File: src/rtl/ysyx_25040111_lsu.sv
// Load/store unit: one request at a time from execute, single-outstanding
// memory bus with byte-lane alignment, load writeback via a reg_ready strobe.
module ysyx_25040111_lsu #(
  parameter int unsigned TIMEOUT = 255
) (
  input  logic        clock,
  input  logic        reset,
  input  logic        rvalid,
  output logic        rready,
  input  logic [31:0] raddr,
  input  logic [4:0]  wbaddr,
  input  logic [1:0]  rmask,
  input  logic        rsign,
  input  logic        wvalid,
  output logic        wready,
  input  logic [31:0] waddr,
  input  logic [31:0] wdata,
  input  logic [1:0]  wmask,
  output logic        mem_valid,
  input  logic        mem_ready,
  output logic        mem_wen,
  output logic [31:0] mem_addr,
  output logic [31:0] mem_wdata,
  output logic [3:0]  mem_wstrb,
  input  logic        mem_rvalid,
  input  logic [31:0] mem_rdata,
  input  logic        mem_err,
  output logic        reg_ready,
  output logic [4:0]  ardo,
  output logic [31:0] rdo,
  output logic        st_done,
  output logic        lsu_err,
  output logic        busy
);

  typedef enum logic [1:0] {S_IDLE, S_REQ, S_RESP, S_WB} state_t;

  // Counter only has to reach TIMEOUT-1, since the expiry check fires in the
  // RESP cycle where one more increment would hit TIMEOUT.
  localparam int unsigned   CW      = (TIMEOUT > 1) ? $clog2(TIMEOUT) : 1;
  localparam logic [CW-1:0] TO_LAST = CW'((TIMEOUT == 0) ? 0 : TIMEOUT - 1);

  state_t        state_q, state_d;
  logic          st_q, sign_q;
  logic [31:0]   addr_q, wdata_q;
  logic [1:0]    size_q;
  logic [4:0]    wb_q;
  logic [CW-1:0] cnt_q;
  logic [31:0]   rdo_q;
  logic [4:0]    ardo_q;
  logic          err_q, done_q;

  logic          acc_w, acc_r, accept, req_mis;
  logic [31:0]   req_addr;
  logic [1:0]    req_size;
  logic          err_set, done_set, ld_cap;
  logic [4:0]    lane_sh;

  function automatic logic misaligned(input logic [1:0] lo, input logic [1:0] sz);
    if (sz == 2'b01)  return lo[0];
    else if (sz[1])   return (lo != 2'b00);
    else              return 1'b0;
  endfunction

  function automatic logic [31:0] extend(input logic [31:0] w, input logic [1:0] sz,
                                         input logic sg);
    case (sz)
      2'b00:   return {{24{sg & w[7]}}, w[7:0]};
      2'b01:   return {{16{sg & w[15]}}, w[15:0]};
      default: return w;
    endcase
  endfunction

  assign lane_sh = {addr_q[1:0], 3'b000};

  // Execute-side handshake, request selection and bus/writeback drive
  always_comb begin
    wready    = (state_q == S_IDLE) && reset;
    rready    = wready && !wvalid;
    acc_w     = wvalid && wready;
    acc_r     = rvalid && rready;
    accept    = acc_w || acc_r;
    req_addr  = acc_w ? waddr : raddr;
    req_size  = acc_w ? wmask : rmask;
    req_mis   = misaligned(req_addr[1:0], req_size);
    mem_valid = (state_q == S_REQ);
    mem_wen   = mem_valid && st_q;
    mem_addr  = mem_valid ? {addr_q[31:2], 2'b00} : '0;
    mem_wdata = mem_wen ? (wdata_q << lane_sh) : '0;
    mem_wstrb = '0;
    if (mem_wen) begin
      case (size_q)
        2'b00:   mem_wstrb = 4'b0001 << addr_q[1:0];
        2'b01:   mem_wstrb = 4'b0011 << addr_q[1:0];
        default: mem_wstrb = 4'b1111;
      endcase
    end
    reg_ready = (state_q == S_WB) && (wb_q != 5'd0);
    busy      = (state_q != S_IDLE);
  end

  // Next-state logic and one-cycle event decode
  always_comb begin
    state_d  = state_q;
    err_set  = 1'b0;
    done_set = 1'b0;
    ld_cap   = 1'b0;
    unique case (state_q)
      S_IDLE: begin
        if (accept) begin
          if (req_mis) err_set = 1'b1;
          else         state_d = S_REQ;
        end
      end
      S_REQ: begin
        if (mem_ready) state_d = S_RESP;
      end
      S_RESP: begin
        if (mem_rvalid) begin
          if (mem_err) begin
            err_set = 1'b1;
            state_d = S_IDLE;
          end else if (st_q) begin
            done_set = 1'b1;
            state_d  = S_IDLE;
          end else begin
            ld_cap  = 1'b1;
            state_d = S_WB;
          end
        end else if ((TIMEOUT != 0) && (cnt_q == TO_LAST)) begin
          err_set = 1'b1;
          state_d = S_IDLE;
        end
      end
      S_WB:    state_d = S_IDLE;
      default: state_d = S_IDLE;
    endcase
  end

  // State register
  always_ff @(posedge clock or negedge reset) begin
    if (!reset) state_q <= S_IDLE;
    else        state_q <= state_d;
  end

  // Request latch, response counter, writeback and pulse registers
  always_ff @(posedge clock or negedge reset) begin
    if (!reset) begin
      st_q    <= 1'b0;
      sign_q  <= 1'b0;
      addr_q  <= '0;
      wdata_q <= '0;
      size_q  <= '0;
      wb_q    <= '0;
      cnt_q   <= '0;
      rdo_q   <= '0;
      ardo_q  <= '0;
      err_q   <= 1'b0;
      done_q  <= 1'b0;
    end else begin
      if (accept) begin
        st_q   <= acc_w;
        addr_q <= req_addr;
        size_q <= req_size;
        if (acc_w) begin
          wdata_q <= wdata;
        end else begin
          sign_q <= rsign;
          wb_q   <= wbaddr;
        end
      end
      if (state_q == S_RESP)                cnt_q <= cnt_q + 1'b1;
      else if (mem_valid && mem_ready)      cnt_q <= '0;
      if (ld_cap) begin
        rdo_q  <= extend(mem_rdata >> lane_sh, size_q, sign_q);
        ardo_q <= wb_q;
      end
      err_q  <= err_set;
      done_q <= done_set;
    end
  end

  assign rdo     = rdo_q;
  assign ardo    = ardo_q;
  assign lsu_err = err_q;
  assign st_done = done_q;

endmodule

File: config.mk
export PLATFORM = sky130hd
export DESIGN_NAME = ysyx_25040111_lsu
export DESIGN_NICKNAME = d
export VERILOG_FILES = /design/src/rtl/ysyx_25040111_lsu.sv
export SDC_FILE = /design/constraint.sdc
export NUM_CORES = 1
export LEC_CHECK = 0
export BUFFER_PORTS_ARGS = -buffer_cell sky130_fd_sc_hd__buf_4
export CORE_ASPECT_RATIO = 0.7
export CORE_UTILIZATION = 50
export CTS_BUF_LIST = sky130_fd_sc_hd__clkbuf_8 sky130_fd_sc_hd__clkbuf_16
export CTS_CLUSTER_DIAMETER = 100
export DETAILED_ROUTE_END_ITERATION = 12
export MAX_ROUTING_LAYER = met4
export PLACE_DENSITY_LB_ADDON = 0.1
export SYNTH_ARGS = -nofsm -noshare
export SYNTH_HDL_FRONTEND = slang
export SYNTH_SLANG_ARGS = --single-unit
export TNS_END_PERCENT = 50
File: constraint.sdc
create_clock -name clock -period 2.13 [get_ports clock]
set_clock_uncertainty 0.05 [all_clocks]
set_input_delay 0.213 -clock clock [delete_from_list [all_inputs] [get_ports clock]]
set_output_delay 0.213 -clock clock [all_outputs]
set_load 0.02 [all_outputs]
==> summary.txt, run 1 <==
STA
  • Post-layout min period: 2.18 ns
  • Fin. max-slew vios: 0
  • Normalized max-slew margin: 54.9%
  • Final setup margin: -0.0548 ns
  • Max Clock Freq: 458 MHz
  • Unrepaired setup endpoints after global routing: true
  • Fin Hold WS: 0.00285 ns
  • Tcrit/Tclk final: 103%
  • Fin. Hold Viols: 0
  • Final Setup Violations: 3
  • Worst slew pin tran: slightly below 0.7 ns

Critical path
  • CP Data Arrival Time: 1.92 ns
  • Worst Path Required: 1.87 ns
  • WP buf/inv: 3
  • Crit path largest cell delay: approximately 0.54 ns
  • Crit-path most repeated cell: buf_4
  • CP Cell Sequence: buf_16, buf_4, mux2i_1, a211oi_1, buf_4
  • Worst path slowest cell: dfrtp_4
  • Worst Setup Path Type: flop to primary output
  • Crit. End Element: primary output
  • CP Launch Type: flop
  • Worst Path Max Fanout: 8
  • Top cell family by delay on the critical path: flip-flops

Place
  • GPL Wtd Cong: about 0.94
  • Placed cell areas: 8670 um2
  • Port buffer count: 255
  • HPWL after detailed placement: 13800 um

Power and ir drop
  • Maximum VDD drop: 0.771 mV
  • Leak pwr: about 5.1 nW
  • Pwr Density: about 1300 nW/um2

Synthesis
  • Ys flop type: dfrtp_1
  • Syn Area/Cell: 10.3 um2
  • Seq cells post-synth: 122
  • Dominant cell type by area after synthesis: dfrtp_1
  • Post-synth EDFFs: 0
  • Asr flop ratio synth: 100%
  • Synth Instances: 647
  • Yosys cell types: 51
  • Sequential share of the synthesized area: 45.8%
  • Area share of the largest cell type after synthesis: 45.8%
  • Top cells by area, synth: dfrtp_1 (46%), mux2i_1 (10%), mux2_4 (7.0%)
  • Cell Area, Synth: 6660 um2
  • Yosys warnings: 0

Die
  • Die area: 13800 um2
  • CORE AREA: between 10000 and 15000 um2
  • Row Count: 34
  • Boundary pin count: around 260
  • Die Width: 140 um
  • Starting Density: 52.4%
  • Die Ht: 98.6 um

Layout
  • Number of diodes: 0
  • Final net count: around 1100
  • Fillers: just under 800
  • FF+latch area: 3060 um2
  • Layout cell share with drive strength beyond 1: between 30% and 40%
  • Multi-input logic area: between 3000 and 4000 um2
  • Area growth syn-to-layout: 53.0%
  • Design area: 10200 um2

Clock network
  • Clock sink total: about 120
  • Clock latency on the worst-skew pair: 0.41 ns
  • H-tree depth: 4
  • Clk pin slew, worst setup/hold paths: around 0.06 ns
  • Num CTS Buffers: 17
  • Bufs on Longest Clock Path: 2
  • Clk root buf: clkbuf_16
  • CTS tree: done

Global routing
  • GRT Total Usage: 32.2%
  • Largest net degree at the start of global routing: 123
  • First-pass GRT wire length: 33600 um
  • Antenna violations before repair: 0
  • Total gr overflow: 0
  • Vias in the first global route: 6596

Hold path
  • Worst hold path type: input pin to flop

Outcome
  • Failing checks: negative setup slack
  • Status: finished, violations left

Detailed routing
  • Vias per cell: 5.52
  • Via count: 6329
  • Final WL: 21100 um
  • DRT Pass-1 Iters: 5
  • DRC: 0
  • Drt initial violations: approximately 350
  • Detail Route Antenna Nets: 0
  • Avg WL per Cell: 18.4 um

Flow run
  • MaxCap Viol Count: 0
sequential cells by signal (all words and copies together), names as in the netlist:
| signal | count |
|---|---|
| addr_q | 32 |
| ardo | 5 |
| cnt_q | 8 |
| lsu_err | 1 |
| rdo | 32 |
| sign_q | 1 |
| size_q | 2 |
| st_done | 1 |
| st_q | 1 |
| state_q | 2 |
| wb_q | 5 |
| wdata_q | 32 |
report_power, final:
group	leakage, nW	switching [mW]	internal [mW]	total [mW]
combinational	3.27	3.00	2.85	5.85
sequential	1.52	0.860	3.33	4.19
clock	0.295	1.16	1.86	3.02
placed cells by master (no fill, tap or decap), types with 3 or more instances in the layout:
master         count
o211ai_1           4
o31ai_1            3
a211oi_1          21
o21ai_0           45
o2bb2ai_1          7
mux2i_1           67
nor2_1            40
nor2b_1           19
inv_6              5
buf_12             4
buf_4            270
mux2_2            14
dlygate4sd3_1     73
nand4_1            3
mux2_4            31
o311ai_1           7
a21oi_1           28
nand2_1           82
inv_1              5
clkinv_4           4
bufinv_16          3
buf_6              3
clkbuf_16         19
nand3_1           22
and2_1            38
dfrtp_1          120
what timing repair did:
action / CTS / global route
hold endpoints to repair: 194 / 0
endpoints found under the setup margin: 26 / 25
pin swaps: 2 / 4
resized for setup: 5 / 7
hold buffers: 73 / 0
gates cloned: 1 / 2
setup buffers: 1 / 4
cell usage after synthesis (all sizes together) (2+ instances only):
library cell / instances
a211oi: 23
a21o: 2
a21oi: 29
and2: 39
buf: 35
clkbuf: 15
dfrtp: 122
ha: 2
inv: 6
mux2: 45
mux2i: 68
nand2: 84
nand2b: 2
nand3: 23
nand3b: 2
nand4: 3
nor2: 42
nor2b: 20
o211ai: 4
o21ai: 45
o221ai: 2
o2bb2ai: 7
o311ai: 8
o31ai: 3
or2: 2
xor2: 2
through the flow:
stage          setup TNS [ns]  util, %  cells  power [mW]  setup slack [ns]
6_report              -0.0681     80.1   1147        13.1           -0.0548
5_1_grt                -0.633     80.1   1147        13.8           -0.0730
4_1_cts                     0     79.3   1141        12.8           0.00500
3_5_place_dp                0     68.2   1034        9.47             0.265
3_3_place_gp                0     68.2   1034        9.26             0.334
2_1_floorplan               0        -    648        7.52             0.276
kinds of logic after synthesis:
family	after synthesis	synth area share (%)
XOR/XNOR	2	0.263
multiplexers	113	19.6
flip-flops	122	45.8
AND/OR/NAND/NOR	222	16.2
other	1	0.0563
buffers and inverters	56	5.17
AO/OA/AOI/OAI	129	12.5
adder cells (fa/ha/maj)	2	0.376
path summary, 6_finish.rpt:
check / from / to / slack (ns) / depth (start not counted)
min in group asynchronous: reset / ardo[3] / 0.39 / 3
max in group asynchronous: reset / addr_q[0] / 1.04 / 3
setup reg to reg: addr_q[0] / rdo[16] / 0.11 / 5
hold reg to reg: ardo[1] / ardo[1] / 0.43 / 2
setup / recovery: addr_q[0] / mem_wdata[30] / -0.05 / 5
hold / removal: waddr[1] / addr_q[1] / 0.003 / 3
layer usage:
metal	vias to the layer above	track usage [%]	part of all wire, %
met2	265	53.5	50
met4	0	12.4	2.4
met5	-	-	0
met1	3088	38.4	41
met3	50	7.24	6.6
li1	2926	-	-
worst min-delay path, delay by kind of cell:
kind | cells | cell delay [ns]
AO/OA/AOI/OAI | 1 | 0.08
buffers and inverters | 1 | 0.09
AND/OR/NAND/NOR | 1 | 0.04
cell type report:
type	count	share of cell area, %
clock buffers	17	4.17
clock inverters	15	1.85
inverters	6	0.221
multi-input cells	470	32.4
flip-flops and latches	122	30.0
well taps	162	1.99
repair buffers	355	29.4
Note: power is estimated with default switching activity, not from simulation.
==> run 2: changes to the inputs <==
- TNS_END_PERCENT: 50 -> unset
==> summary.txt, run 2 (same netlist as run 1, synthesis figures left out) <==
Layout
  • Layout cell share with drive strength beyond 1: 38.6%
  • FF+latch area: slightly above 3000 um2
  • Fillers: 789
  • Design area: 10200 um2
  • Final net count: ~1100
  • Multi-input logic area: between 3000 and 4000 um2
  • Number of diodes: 0
  • Commonest non-fill, non-tap cell in the layout: buf_4
  • Area growth syn-to-layout: 53.1%
  • Layout Utilization: between 80% and 90%
  • Most frequent cells in the layout: buf_4 (271), dfrtp_1 (120), nand2_1 (82)

Place
  • Port buffer count: approximately 260
  • GPL Wtd Cong: 0.937
  • Place WS: approximately 0.26 ns
  • Placed cell areas: between 8000 and 9000 um2
  • HPWL after detailed placement: 13800 um

Critical path
  • CP Launch Type: flop
  • R2R cell count: 5
  • Launch point of the worst path: addr_q[0]
  • Worst Path Max Fanout: 8
  • CP Data Arrival Time: 1.93 ns
  • Crit. End Element: primary output
  • Worst R2R Setup Slack: 0.09 ns
  • Launching point of the worst reg2reg path: addr_q[0]
  • Worst Path Required: 1.87 ns
  • R2r endpoint: rdo[16]
  • Worst Setup Path Type: flop to primary output

Clock network
  • CTS tree: done
  • Num CTS Buffers: 17
  • Clk root buf: clkbuf_16
  • Bufs on Longest Clock Path: 2
  • Clk pin slew, worst setup/hold paths: 0.06 ns
  • H-tree depth: 4
  • Clock latency on the worst-skew pair: 0.42 ns
  • Clock sink total: 122

Detailed routing
  • DRC: 0
  • Via count: 6398
  • Final WL: 21200 um
  • Vias per cell: 5.57
  • Detail Route Antenna Nets: 0
  • Avg WL per Cell: 18.5 um
  • Drt initial violations: roughly 310
  • DRT Pass-1 Iters: 5

Global routing
  • Vias in the first global route: 6604
  • Total gr overflow: 0
  • First-pass GRT wire length: 33600 um
  • GRT Total Usage: 32.2%
  • Antenna violations before repair: 0
  • Largest net degree at the start of global routing: 123

Power and ir drop
  • Total power: roughly 13 mW
  • Leak pwr: 5.09 nW
  • Maximum VDD drop: 0.755 mV
  • Pwr Density: approximately 1300 nW/um2

STA
  • Final Setup Violations: 5
  • Fin Hold WS: 0.00419 ns
  • Max Clock Freq: ~460 MHz
  • Post-layout min period: 2.19 ns
  • Unrepaired setup endpoints after global routing: true
  • Fin. Hold Viols: 0
  • Worst slew pin tran: 0.717 ns
  • Final setup margin: -0.0591 ns
  • Tcrit/Tclk final: 103%
  • Fin. max-slew vios: 0
  • Normalized max-slew margin: 52.2%

Die
  • Die area: around 14000 um2
  • CORE AREA: 12700 um2
  • Die Ht: 98.6 um
  • Die Width: between 100 and 150 um
  • Starting Density: about 52%
  • Row Count: 34
  • Boundary pin count: 258

Hold path
  • Worst hold path type: input pin to flop
  • WHS Endpoint: addr_q[1]
  • Worst Hold Depth: 3
  • Min-Delay Startpoint: waddr[1]

Outcome
  • Status: finished, violations left
  • Failing checks: negative setup slack

Flow run
  • MaxCap Viol Count: 0
[run 2: layout make-up]
| cell class | count | area share [%] |
|---|---|---|
| clock buffer | 17 | 4.17 |
| clock inverter | 15 | 1.85 |
| inverter | 6 | 0.221 |
| multi-input combinational | 470 | 32.3 |
| sequential | 122 | 30.0 |
| tap | 162 | 1.99 |
| timing repair buffer | 356 | 29.5 |
[run 2: through the flow]
stage          setup TNS [ns]  cells
2_1_floorplan               0    648
3_3_place_gp                0   1034
3_5_place_dp                0   1034
4_1_cts                     0   1142
5_1_grt                -0.679   1148
6_report              -0.0802   1148
[run 2: report_power, final]
group / switching, mW / leakage, nW / internal, mW
clock network: 1.15 / 0.295 / 1.86
logic: 3.05 / 3.28 / 2.86
registers: 0.834 / 1.52 / 3.33
total: 5.04 / 5.09 / 8.05
[run 2: worst max path at each step]
stage / endpoint / slack [ns] / cells after the start
after global placement: mem_wdata[20] / 0.33 / 7
after global routing: mem_wdata[20] / -0.08 / 7
after detailed placement: addr_q[8] / 0.26 / 6
after CTS: mem_wdata[22] / 0.005 / 6
after floorplan: mem_wdata[24] / 0.28 / 6
final: mem_wdata[30] / -0.06 / 5
[run 2: layer usage]
metal / track usage, % / part of all wire, % / up-vias
met1: 38.4 / 40 / 3117
met4: 12.4 / 2.5 / 0
li1: - / - / 2933
met2: 53.6 / 50 / 295
met3: 7.24 / 6.9 / 53
met5: - / 0 / -
[run 2: repair_timing]
action | CTS | global route
hold endpoints to repair | 194 | 0
hold buffers | 73 | 0
setup buffers | 2 | 4
pin swaps | 2 | 6
resized for setup | 4 | 8
gates cloned | 1 | 2
setup endpoints to repair | 26 | 21
[run 2: critical path, stage by stage, from the launching register on]
cell      delay [ns]
dfrtp_4         0.54
buf_16          0.17
buf_4           0.13
mux2i_1         0.14
a211oi_1        0.32
buf_4           0.21
==> run 3: changes to the inputs <==
- MAX_ROUTING_LAYER: met4 -> unset
==> summary.txt, run 3 (same netlist as run 1, synthesis figures left out) <==
Outcome
  • Status: finished, violations left
  • Failing checks: negative setup slack

Layout
  • Fillers: 765
  • Most frequent cells in the layout: buf_4 (273), dfrtp_1 (120), nand2_1 (82)
  • Number of diodes: 0
  • Final net count: 1124
  • Area growth syn-to-layout: 53.6%
  • Layout cell share with drive strength beyond 1: 39.2%
  • Layout Utilization: 80.4%
  • Commonest non-fill, non-tap cell in the layout: buf_4

Clock network
  • Clock latency on the worst-skew pair: 0.41 ns
  • CTS tree: done
  • Bufs on Longest Clock Path: 2
  • Num CTS Buffers: 17
  • H-tree depth: 4
  • Clk root buf: clkbuf_16
  • Clock sink total: 122
  • Clk pin slew, worst setup/hold paths: around 0.06 ns

Power and ir drop
  • Maximum VDD drop: 0.753 mV
  • Pwr Density: 1280 nW/um2
  • Leak pwr: 5.10 nW

Critical path
  • CP Launch Type: flop
  • R2R cell count: 5
  • Worst Path Max Fanout: 15
  • Worst R2R Setup Slack: 0.10 ns
  • Crit. End Element: primary output
  • Worst Setup Path Type: flop to primary output
  • Worst Path Required: 1.87 ns
  • Crit-path most repeated cell: buf_4
  • Top cell family by delay on the critical path: buffers and inverters
  • R2r endpoint: rdo[16]
  • CP Data Arrival Time: 1.92 ns
  • Worst path slowest cell: dfrtp_4
  • Crit path largest cell delay: ~0.5 ns
  • WP buf/inv: 3
  • CP Cell Sequence: buf_4, clkbuf_16, a211oi_1, a211oi_2, buf_4
  • Launch point of the worst path: addr_q[0]
  • Launching point of the worst reg2reg path: addr_q[0]

STA
  • Worst slew pin tran: 0.684 ns
  • Tcrit/Tclk final: 102%
  • Fin. max-slew vios: 0
  • Normalized max-slew margin: 54.4%
  • Setup TNS: -0.0523 ns
  • Final setup margin: -0.0523 ns
  • Fin Hold WS: about 0.013 ns
  • Max Clock Freq: 458 MHz
  • Final Setup Violations: 1
  • Fin. Hold Viols: 0
  • Unrepaired setup endpoints after global routing: true
  • Post-layout min period: 2.18 ns

Detailed routing
  • Final WL: 22000 um
  • Vias per cell: roughly 5.6
  • DRT Pass-1 Iters: 5
  • Via count: between 6000 and 7000
  • Detail Route Antenna Nets: 0
  • Drt initial violations: 349
  • DRC: 0
  • Avg WL per Cell: ~19 um

Place
  • Port buffer count: 255
  • GPL Wtd Cong: 0.904
  • Place WS: ~0.24 ns
  • HPWL after detailed placement: 13600 um

Global routing
  • Antenna violations before repair: 0
  • First-pass GRT wire length: 34300 um
  • Vias in the first global route: around 6600
  • Total gr overflow: 0
  • GRT Total Usage: 32.3%
  • GRT Max-Usage Layer: met2
  • Largest net degree at the start of global routing: 123
  • Met1 GRT Util: 38.6%
  • Routing usage on met3: 7.68%
  • GRT met2 Usage: a little under three fifths

Hold path
  • Min-Delay Startpoint: mem_rdata[26]
  • Worst hold path type: input pin to flop
  • WHS Endpoint: rdo[26]
  • Worst Hold Depth: 3

Die
  • CORE AREA: approximately 13000 um2
  • Die Ht: 98.6 um
  • Die Width: 140 um
  • Boundary pin count: 258
  • Starting Density: 52.4%
  • Die area: 13800 um2
  • Row Count: 34

Flow run
  • MaxCap Viol Count: 0
## run 3: cell types whose count changed in the layout (fill, tap and decap cells not counted), sizes merged
cell	previous run	this run
buf	280	284
bufinv	3	2
clkbuf	19	21
clkinv	5	3
clkinvlp	2	4
dlygate4sd3	73	74
inv	11	9
## run 3: worst max path at each step
stage | endpoint | slack, ns | cells past startpoint
after floorplan | mem_wdata[24] | 0.28 | 6
after global placement | mem_wdata[20] | 0.33 | 7
after detailed placement | addr_q[11] | 0.24 | 6
after CTS | mem_wdata[28] | -0.008 | 5
after global routing | mem_wdata[30] | -0.10 | 5
final | mem_wdata[30] | -0.05 | 5
## run 3: timing repair
action | 4_1_cts | 5_1_grt
setup endpoints to repair | 25 | 57
resized for setup | 6 | 11
setup buffers | 1 | 8
hold buffers | 74 | 0
pin swaps | 1 | 6
gates cloned | 1 | 1
endpoints found under the hold margin | 195 | 0
## run 3: layout make-up
type / count / area [um2] / share of cell area (%)
Multi-Input combinational cell: 470 / 3320 / 32.4
Inverter: 6 / 22.5 / 0.220
Timing Repair Buffer: 360 / 3020 / 29.5
Sequential cell: 122 / 3060 / 29.9
Clock buffer: 20 / 467 / 4.56
Tap cell: 162 / 203 / 1.98
Clock inverter: 12 / 139 / 1.36
## run 3: power breakdown
part	internal [mW]	switching, mW	total, mW
Sequential	3.33	0.841	4.17
Clock	1.83	1.13	2.96
Combinational	2.89	3.10	5.99
Total	8.04	5.07	13.1
## run 3: per-layer routing
metal  vias up  wire length [um]
li1       2927                 -
met1      3168              8690
met2       319             10900
met3        63              1610
met4         0               807
met5         -                 0
## run 3: worst min-delay path, delay by kind of cell
kind / cells / cell delay [ns]
simple gates: 2 / 0.13
buf+inv: 1 / 0.10
## run 3: through the flow
stage | power, mW | instances | area, um2
final | 13.1 | 1152 | 10200
after global routing | 13.8 | 1152 | 10200
after CTS | 12.7 | 1143 | 10100
after detailed placement | 9.44 | 1035 | 8680
after global placement | 9.27 | 1035 | 8680
after floorplan | 7.52 | 648 | 6670
